$ cat config.mk
export PLATFORM = sky130hd
export DESIGN_NAME = arith_issue
export DESIGN_NICKNAME = d
export VERILOG_FILES = /design/src/rtl/arith_issue.sv
export SDC_FILE = /design/constraint.sdc
export NUM_CORES = 1
export LEC_CHECK = 0
export CAP_MARGIN = 10
export CELL_PAD_IN_SITES_DETAIL_PLACEMENT = 1
export CELL_PAD_IN_SITES_GLOBAL_PLACEMENT = 1
export CORE_ASPECT_RATIO = 1.2
export CORE_MARGIN = 3
export CORE_UTILIZATION = 30
export DETAILED_ROUTE_END_ITERATION = 10
export PLACE_DENSITY_LB_ADDON = 0.08
export SYNTH_ARGS = -nofsm -noshare
export SYNTH_HDL_FRONTEND = slang
export SYNTH_SLANG_ARGS = --single-unit
$ cat constraint.sdc
create_clock -name clk -period 2.85 [get_ports clk]
set_input_delay 0.285 -clock clk [delete_from_list [all_inputs] [get_ports clk]]
set_output_delay 0.285 -clock clk [all_outputs]
set_load 0.02 [all_outputs]
$ cat src/rtl/arith_issue.sv
`default_nettype none
// ============================================================================
// Module   : arith_issue
// Purpose  : Issue/capture stage around a combinational arithmetic unit.
//            Accepts one operation from decode (valid/ready), registers the
//            operands onto the unit's inputs, waits an opcode-dependent
//            settle time (multicycle path for mul/div), captures the unit
//            result and offers it with its destination address to writeback
//            (valid/ready).
// Ports    : clk, rst_n (async, active-low)
//            in_valid/in_ready, in_opcode, in_op1, in_op2, in_rd  <- decode
//            arith_opcode, arith_op1, arith_op2 -> unit; arith_out <- unit
//            out_valid/out_ready, out_result, out_rd, out_illegal -> writeback
//            busy (EXEC or DONE)
// Options  : ARITH_DIVZ_TRAP_EN adds out_divz and forces a divide with a zero
//            operand to return 16'hFFFF.
// Revision : 1.0 - initial release
// ============================================================================
module arith_issue #(
  parameter int MD_CYCLES = 3,  // settle cycles for mul/div, 1..15
  parameter int RD_W      = 3
) (
  input  logic            clk,
  input  logic            rst_n,
  input  logic            in_valid,
  output logic            in_ready,
  input  logic [3:0]      in_opcode,
  input  logic [15:0]     in_op1,
  input  logic [15:0]     in_op2,
  input  logic [RD_W-1:0] in_rd,
  output logic [3:0]      arith_opcode,
  output logic [15:0]     arith_op1,
  output logic [15:0]     arith_op2,
  input  logic [15:0]     arith_out,
  output logic            out_valid,
  input  logic            out_ready,
  output logic [15:0]     out_result,
  output logic [RD_W-1:0] out_rd,
  output logic            out_illegal,
  output logic            busy
`ifdef ARITH_DIVZ_TRAP_EN
  ,
  output logic            out_divz
`endif
);

  localparam logic [3:0] C_OP_MUL = 4'b0001;
  localparam logic [3:0] C_OP_DIV = 4'b0011;
  localparam logic [3:0] C_MD_M1  = 4'(MD_CYCLES - 1);

  typedef enum logic [1:0] {
    S_IDLE = 2'd0,
    S_EXEC = 2'd1,
    S_DONE = 2'd2
  } state_t;

  state_t     r_state;
  state_t     w_next_state;
  logic [3:0] r_cnt;
  logic [3:0] w_cnt_load;
  logic       w_accept;
  logic       w_capture;
  logic       w_retire;

  // Counter preload is L-1 so that the capture edge lands exactly L edges
  // after the accept edge.
  assign w_cnt_load = ((in_opcode == C_OP_MUL) || (in_opcode == C_OP_DIV)) ? C_MD_M1 : 4'd0;

  assign w_accept  = (r_state == S_IDLE) && in_valid;
  assign w_capture = (r_state == S_EXEC) && (r_cnt == 4'd0);
  assign w_retire  = (r_state == S_DONE) && out_ready;

  // --------------------------------------------------------------------------
  // FSM state register
  // --------------------------------------------------------------------------
  always_ff @(posedge clk or negedge rst_n) begin
    if (!rst_n) begin
      r_state <= S_IDLE;
    end else begin
      r_state <= w_next_state;
    end
  end

  // --------------------------------------------------------------------------
  // FSM next state and handshake outputs
  // --------------------------------------------------------------------------
  always_comb begin
    w_next_state = r_state;
    in_ready     = 1'b0;
    out_valid    = 1'b0;
    busy         = 1'b0;
    case (r_state)
      S_IDLE: begin
        in_ready = 1'b1;
        if (w_accept) w_next_state = S_EXEC;
      end
      S_EXEC: begin
        busy = 1'b1;
        if (w_capture) w_next_state = S_DONE;
      end
      S_DONE: begin
        busy      = 1'b1;
        out_valid = 1'b1;
        if (w_retire) w_next_state = S_IDLE;
      end
      default: w_next_state = S_IDLE;
    endcase
  end

  // --------------------------------------------------------------------------
  // Operand registers, settle counter and result capture
  // --------------------------------------------------------------------------
`ifdef ARITH_DIVZ_TRAP_EN
  logic w_divz;
  assign w_divz = (arith_opcode == C_OP_DIV) &&
                  ((arith_op1 == 16'd0) || (arith_op2 == 16'd0));
`endif

  always_ff @(posedge clk or negedge rst_n) begin
    if (!rst_n) begin
      r_cnt        <= 4'd0;
      arith_opcode <= 4'd0;
      arith_op1    <= 16'd0;
      arith_op2    <= 16'd0;
      out_rd       <= '0;
      out_result   <= 16'd0;
      out_illegal  <= 1'b0;
`ifdef ARITH_DIVZ_TRAP_EN
      out_divz     <= 1'b0;
`endif
    end else begin
      if (w_accept) begin
        arith_opcode <= in_opcode;
        arith_op1    <= in_op1;
        arith_op2    <= in_op2;
        out_rd       <= in_rd;
        r_cnt        <= w_cnt_load;
      end else if (r_state == S_EXEC) begin
        if (w_capture) begin
          out_illegal <= (arith_opcode > C_OP_DIV);
`ifdef ARITH_DIVZ_TRAP_EN
          out_result  <= w_divz ? 16'hFFFF : arith_out;
          out_divz    <= w_divz;
`else
          out_result  <= arith_out;
`endif
        end else begin
          r_cnt <= r_cnt - 4'd1;
        end
      end
    end
  end

endmodule
`default_nettype wire

# ---- Yosys cells after proc, flatten, opt, wreduce, memory -nomap -nowiden
# Cells that the tools add are included.
dict set report word_totals {
  regBits 62
  inputBits 59
  output_inout_bits 59
  wordCells 41
}
dict set report op_classes {
  addsub 1
  magnitude_cmp 1
  n_eq_ne 8
  muxes 11
  n_bitwise 1
  reduce_logical 11
}
# cell n
set op_table {}
lappend op_table {{$mux W4} 3}
lappend op_table {{$mux W2} 4}
lappend op_table {{$ne A2 B2 Y1 const B} 4}
lappend op_table {{$pmux W2 S3} 1}
lappend op_table {{$reduce_and A3 Y1} 2}
lappend op_table {{$eq A4 B1 Y1 const B} 1}
lappend op_table {{$eq A4 B2 Y1 const B} 1}
lappend op_table {{$gt A4 B2 Y1 const B} 1}
lappend op_table {{$logic_not A4 Y1} 1}
lappend op_table {{$sub A4 B1 Y4 const B} 1}
lappend op_table {{$logic_and A1 B1 Y1} 3}
lappend op_table {{$mux W1} 3}
lappend op_table {{$eq A2 B1 Y1 const B} 1}
lappend op_table {{$eq A2 B2 Y1 const B} 1}
lappend op_table {{$logic_not A2 Y1} 1}
lappend op_table {{$reduce_and A2 Y1} 1}
lappend op_table {{$reduce_bool A2 Y1} 1}
lappend op_table {{$reduce_or A2 Y1} 1}
lappend op_table {{$logic_or A1 B1 Y1} 1}
lappend op_table {{$not A1 Y1} 1}

# ---- Longest topological paths before layout
# Gate-level depths: netlist of the first run.
dict set report depth {
  word_depth 5
  depth_mapped 6
  ltp_nobuf 5
}

# ---- Worst setup path before layout of the first run
# OpenSTA, ideal clock, no wires.
dict set report synth_path {
  path_type {register -> register}
  from {reg r_state[0]}
  to {reg out_result[0]}
  setup_time_ns 0.125
  arrival_ns 1.652
  t_required_ns 2.725
  path_slack_ns 1.072
  stages_incl_launch_ff 7
  n_path_buf 1
  period_less_slack_ns 1.778
  cell_sequence {dfrtp_1 -> inv_1 -> ha_1 -> nand2_1 -> nand3_4 -> buf_6 -> mux2_4}
}
dict set report synth_between {
  elab_chain_len 4
  word_cells_on_any_way 6
  cone_classes {eq/ne (1); bitwise (1); reduce/logical (4)}
}
# item line
set synth_lines {}
lappend synth_lines {{from (decl)} 57} ;# state_t r_state;
lappend synth_lines {{from (signal assigned)} 80} ;# r_state <= w_next_state;
lappend synth_lines {{$logic_not A2 Y1} 69} ;# assign w_accept = (r_state == S_IDLE) && in_valid;
lappend synth_lines {{$logic_and A1 B1 Y1} 69}
lappend synth_lines {{$not A1 Y1 (no source line)} --}
lappend synth_lines {{$reduce_and A3 Y1 (no source line) *} --}
lappend synth_lines {{to (signal assigned)} 145} ;# out_result <= arith_out;
lappend synth_lines {{to (decl)} 37} ;# output logic [15:0] out_result,
# Mark *: on every way between the ends. The rest lies on a longest branch, timed or not.
# A chain may end at the register's enable or synchronous reset.

# ---- Worst setup path after layout of the first run
dict set report layout_path {
  from {reg r_state[0]}
  to {out in_ready}
}
dict set report layout_between {
  elab_chain_len 2
}
# item line
set layout_lines {}
lappend layout_lines {{$logic_not A2 Y1} 92} ;# case (r_state)
lappend layout_lines {{$mux W1} 92}
lappend layout_lines {{to (decl)} 26} ;# output logic in_ready,
# No other way between the ends.

==> impl_metrics.csv, run 1 <==
group,metric,value,unit
setup_path,crit_arrival,1.73,ns
yosys,ys.warnings.count,0,
finish,fin_cells,410,
floorplanning,start_util,31.1,%
sta,rsz0062_at_grt,"false",
yosys,synth.area.mux_share,26.8,%
setup_path,crit_chain,"inv_1, ha_1, clkdlybuf4s50_1",
setup_path,crit_start,"r_state[0]$_DFFE_PN0P_",
yosys,synth_edf_count,0,
power_and_ir_drop,switchingPower,1750,µW
detailed_routing,ant_nets,0,
power_and_ir_drop,vdd_ir_drop_max,0.000447,V
floorplanning,core_area,8200,µm²
sta,setup_viol,0,
finish,multi_input_area,945,µm²
power_and_ir_drop,clock_power_share,14.2,%
yosys,async_reset_ff_share,100,%
sta,max_freq,496,MHz
setup_path,crit_type,"reg -> out",
detailed_routing,vias,1799,
sta,timing.final.crit_period,2.02,ns
detailed_routing,drt_wl_total,6.41,mm
power_and_ir_drop,seqPwrFrac,32.7,%
global_route,grt_pass1_vias,2038,
yosys,yosysTopAreaCell,"dfrtp_1",
global_route,grt_start_max_net_pins,43,
clocking,cts_setup_buffers,0,
floorplanning,die_y,107,µm
clocking,cts_tree,"done",
yosys,synth_xor_area_share,0,%
floorplanning,die_w,90.2,µm
yosys,netlist_top_cells_count,"dfrtp_1 (62), mux2_2 (47), mux2_4 (9)",
yosys,synth-compound-area-share,2.89,%
yosys,synth_area,2550,µm²
yosys,syn_area_per_cell,15.7,µm²
clocking,cts_max_path_buffers,2,
detailed_routing,dr.first_iter.drc_count,51,
floorplanning,core.rowCount,36,
sta,fin_skew,0.0114,ns
setup_path,cp_data_required_time,2.57,ns
yosys,seq_area_frac_synth,60.8,%
detailed_routing,dr.pass1.iters,4,
power_and_ir_drop,pwr-share-comb,53.1,%
yosys,synth-simple-area-share,4.27,%
yosys,synth.net_count,228,
clocking,clkSinkCount,62,
yosys,syn_inst,163,
flow_run,max-cap-violations,0,
clocking,cts_root_buf,"clkbuf_8",
clocking,path_clk_slew,0.07,ns
global_route,grt_pass1_wl,10.4,mm
finish,area_delta_synth_final,58.3,%
setup_path,crit_fanout,4,
sta,hold_violations,0,
yosys,synth-seq-cells,62,
setup_path,r2r-start,"r_cnt[0]$_DFFE_PN0P_",
sta,max_slew_margin,63.1,%
sta,final.setup.tns,0,ns
yosys,synth_ff_type,"dfrtp_1",
place,gp_congestion,0.633,
floorplanning,dieArea,9650,µm²
sta,worst_pin_slew,0.553,ns
global_route,globalRoute.totalOverflow,0,
global_route,track_usage,14.0,%
place,numPlacedInstances,393,
setup_path,endpoint_kind,"output pin",
setup_path,cpPeakStageDelay,0.63,ns
finish,regArea,1550,µm²
sta,drv_slew,0,
power_and_ir_drop,p_sw_share,36.4,%
global_route,antenna_found_initial,0,
finish,antenna_cells,0,
outcome,status,"finished clean",
power_and_ir_drop,power.internal,3050,µW
sta,post-route-period-util,70.8,%
detailed_routing,drc,0,
clocking,cts_buffers,9,
place,port_buffers,117,
detailed_routing,drt-wirelength-per-cell,15.6,µm
place,hpwl,4.73,mm
setup_path,crit_path_start_kind,"register",
power_and_ir_drop,power_density,1190,nW/µm²
detailed_routing,drt-vias-per-instance,4.39,
power_and_ir_drop,static-leakage-power,0.00172,µW
finish,fill_cells,841,
yosys,synth_top_family_by_area,"multiplexers",
yosys,netlist_top_cells_area,"dfrtp_1 (61%), mux2_2 (21%), mux2_4 (5.3%), ha_1 (2.9%), inv_1 (1.0%)",
setup_path,critPathSlowestCell,"clkdlybuf4s50_1",
clocking,cts_max_level,3,
yosys,synth.most_common_cell,"dfrtp_1",
yosys,yosys.area_share.adder,2.94,%
yosys,synth_top_area_share,60.8,%
yosys,synth_cell_types,25,
finish,nets,356,
worst_hold_path,hp-class,"in -> async",
clocking,clk_latency,0.33,ns
floorplanning,ios,118,
setup_path,r2r_cells,5,
finish,drive_gt1_share,27.7,%
power by group through the flow:
stage / clock (µW) / combinational [µW] / sequential [µW]
after floorplan: 0 / 921 / 2070
after global placement: 0 / 2570 / 1570
after detailed placement: 0 / 2590 / 1580
after CTS: 710 / 2600 / 1580
after global routing: 746 / 2720 / 1640
final: 679 / 2550 / 1570
layout make-up:
class,count,share of cell area [%]
multi-input cells,89,23.4
clock inverters,4,0.558
inverters,7,0.651
well taps,114,3.53
repair buffers,122,29.9
flip-flops and latches,62,38.4
clock buffers,12,3.59
routing by layer:
metal | up-vias | global-route usage [%] | share of wire (%)
met2 | 60 | 23.7 | 52
met1 | 904 | 15.4 | 38
met4 | 0 | 6.89 | 1.6
met5 | - | 0 | 0
met3 | 10 | 5.33 | 8.0
li1 | 825 | - | -
kinds of logic (layout without fill, tap and decap cells):
logic type | count (synthesis) | in the layout
AND/OR/NAND/NOR | 15 | 15
adder cells (fa/ha/maj) | 6 | 6
AO/OA/AOI/OAI | 10 | 10
multiplexers | 58 | 58
buffers and inverters | 12 | 145
flip-flops | 62 | 62
worst paths after layout:
| kind | end | slack, ns |
|---|---|---|
| min reg2reg | arith_opcode[0]$_DFFE_PN0P_ | 0.50 |
| min in group clk | arith_opcode[0]$_DFFE_PN0P_ | 0.50 |
| max | in_ready | 0.83 |
| max in group asynchronous | arith_opcode[3]$_DFFE_PN0P_ | 1.81 |
| min | arith_op1[8]$_DFFE_PN0P_ | 0.29 |
| max reg2reg | out_result[13]$_DFFE_PN0P_ | 1.03 |
metrics by stage:
stage	power [µW]	worst slack, ns	utilization, %	hold slack (ns)	area [µm²]
2_1_floorplan	2990	1.07	-	-0.0106	2550
3_3_place_gp	4140	1.03	47.1	0.101	3860
3_5_place_dp	4170	0.992	47.1	0.0999	3860
4_1_cts	4890	0.796	49.3	0.266	4040
5_1_grt	5100	0.727	49.3	0.288	4040
6_report	4800	0.833	49.3	0.290	4040
state kept, by name (all words and copies together) (netlist names):
| register | flops |
|---|---|
| out_illegal | 1 |
| out_rd | 3 |
| arith_op2 | 16 |
| arith_op1 | 16 |
| r_cnt | 4 |
| out_result | 16 |
| r_state | 2 |
| arith_opcode | 4 |
repair_timing:
action | 4_1_cts | 5_1_grt
hold buffers | 1 | 0
endpoints found under the hold margin | 20 | 0
gates resized for setup | 0 | 0
endpoints found under the setup margin | 0 | 0
critical path, delay by kind of cell, from the launching register on:
kind                       cells  cell delay [ns]
adders and majority gates      1             0.25
buffers and inverters          2             0.75
DFF                            1             0.40
cells in the final DEF (no fill, tap or decap), types with 2 or more instances in the layout:
cell	instances
nand2_1	2
buf_4	4
clkbuf_8	10
a21oi_1	2
o21ai_0	2
dfrtp_1	62
inv_1	7
mux2_4	9
nor2b_1	2
clkbuf_1	2
mux2_2	47
a21boi_0	2
ha_1	6
nor2_1	3
clkdlybuf4s50_1	116
clkinv_2	3
mux2i_1	2
Power figures use the tool's default switching activity.
==> run 2: changes to the inputs <==
clock period = 2.1 ns   (was 2.85 ns; I/O delays follow)
==> impl_metrics.csv, run 2 (same netlist as run 1, synthesis figures left out) <==
group,metric,value,unit
outcome,status,"finished clean",
detailed_routing,drt-wirelength-per-cell,15.2,µm
floorplanning,core.rowCount,36,
global_route,grt_pass1_wl,10.2,mm
setup_path,endpoint_kind,"output pin",
clocking,cts_root_buf,"clkbuf_8",
floorplanning,dieArea,9650,µm²
finish,layout_commonest_cell,"clkdlybuf4s50_1",
detailed_routing,ant_nets,0,
global_route,grt_start_max_net_pins,36,
detailed_routing,drt-vias-per-instance,4.35,
global_route,grt_pass1_vias,2090,
clocking,cts_setup_buffers,0,
clocking,path_clk_slew,0.07,ns
setup_path,crit_arrival,1.71,ns
place,gp_congestion,0.749,
place,hpwl,4.65,mm
flow_run,max-cap-violations,0,
sta,setup_viol,0,
clocking,clkSinkCount,62,
worst_hold_path,hp-class,"in -> async",
global_route,track_usage,13.6,%
sta,max_slew_margin,55.5,%
finish,drive_gt1_share,27.5,%
global_route,antenna_found_initial,0,
floorplanning,core_area,8200,µm²
clocking,cts_buffers,9,
setup_path,critPathSlowestCell,"clkdlybuf4s50_1",
floorplanning,start_util,31.1,%
setup_path,crit_chain,"inv_1, ha_1, clkdlybuf4s50_1",
detailed_routing,vias,1779,
place,port_buffers,117,
setup_path,crit_path_start_kind,"register",
clocking,clk_latency,0.33,ns
floorplanning,die_y,107,µm
clocking,cts_tree,"done",
setup_path,crit_type,"reg -> out",
clocking,cts_max_path_buffers,2,
finish,regArea,1550,µm²
finish,nets,355,
sta,max_freq,522,MHz
sta,drv_slew,0,
finish,area_delta_synth_final,61.7,%
detailed_routing,drc,0,
floorplanning,ios,118,
sta,worst_pin_slew,0.667,ns
sta,post-route-period-util,91.2,%
sta,hold_violations,0,
power_and_ir_drop,power_density,1670,nW/µm²
floorplanning,die_w,90.2,µm
finish,fill_cells,853,
setup_path,cpPeakStageDelay,0.63,ns
setup_path,cp_data_required_time,1.89,ns
detailed_routing,dr.pass1.iters,4,
finish,mostFrequentLayoutCells,"clkdlybuf4s50_1 (116), dfrtp_1 (62), mux2_2 (47)",
global_route,globalRoute.totalOverflow,0,
setup_path,crit_fanout,4,
power_and_ir_drop,p_total,6890,µW
clocking,cts_max_level,3,
setup_path,worst-path-buf-inv,2,
finish,top_regs,"arith_op1: 16 flops, arith_op2: 16 flops, out_result: 16 flops",
power_and_ir_drop,static-leakage-power,0.00176,µW
finish,multi_input_area,945,µm²
finish,antenna_cells,0,
sta,rsz0062_at_grt,"false",
detailed_routing,dr.first_iter.drc_count,45,
sta,final.setup.tns,0,ns
sta,timing.final.crit_period,1.92,ns
power_and_ir_drop,vdd_ir_drop_max,0.000639,V
setup_path,critPathTopFamily,"buffers and inverters",
sta,fin_skew,0.00741,ns
detailed_routing,drt_wl_total,6.20,mm
run 2: what timing repair did:
action	CTS	global route
hold endpoints to repair	27	0
hold buffers	1	0
gates resized for setup	0	0
run 2: metrics by stage:
| step | util [%] | setup slack [ns] | hold WS (ns) | cells | cell area [µm²] |
|---|---|---|---|---|---|
| 3_3_place_gp | 47.2 | 0.300 | 0.295 | 392 | 3870 |
| 2_1_floorplan | - | 0.322 | -0.0856 | 163 | 2550 |
| 3_5_place_dp | 47.2 | 0.243 | 0.290 | 392 | 3870 |
| 4_1_cts | 50.3 | 0.142 | 0.458 | 409 | 4130 |
| 6_report | 50.3 | 0.184 | 0.457 | 409 | 4130 |
| 5_1_grt | 50.3 | 0.0867 | 0.479 | 409 | 4130 |
run 2: path summary, 6_finish.rpt:
path | startpoint | cells after the start | slack (ns) | endpoint
min in group clk | in_rd[0] | 2 | 0.49 | out_rd[0]$_DFFE_PN0P_
worst min-delay path | rst_n | 2 | 0.46 | arith_op1[4]$_DFFE_PN0P_
max in group asynchronous | rst_n | 3 | 1.02 | arith_op2[14]$_DFFE_PN0P_
worst max register to register | r_cnt[0]$_DFFE_PN0P_ | 5 | 0.24 | r_state[0]$_DFFE_PN0P_
worst min register to register | arith_op1[15]$_DFFE_PN0P_ | 1 | 0.50 | arith_op1[15]$_DFFE_PN0P_
worst max-delay path | r_state[0]$_DFFE_PN0P_ | 3 | 0.18 | in_ready
run 2: cell type report:
class,instances,share of cell area (%)
Clock inverter,3,2.18
Timing Repair Buffer,121,29.4
Multi-Input combinational cell,89,22.9
Inverter,7,0.637
Clock buffer,13,3.85
Tap cell,114,3.46
Sequential cell,62,37.6
run 2: report_power, final:
part	total (µW)	switching [µW]	internal, µW
Combinational	3450	1560	1890
Clock	1300	449	856
Sequential	2130	330	1800
run 2: routing by layer:
layer | global-route usage (%) | up-vias | part of all wire (%)
met2 | 23.4 | 57 | 51
met1 | 15.1 | 893 | 39
li1 | - | 823 | -
met4 | 4.60 | 0 | 1.0
met5 | 0 | - | 0
met3 | 5.96 | 6 | 8.1
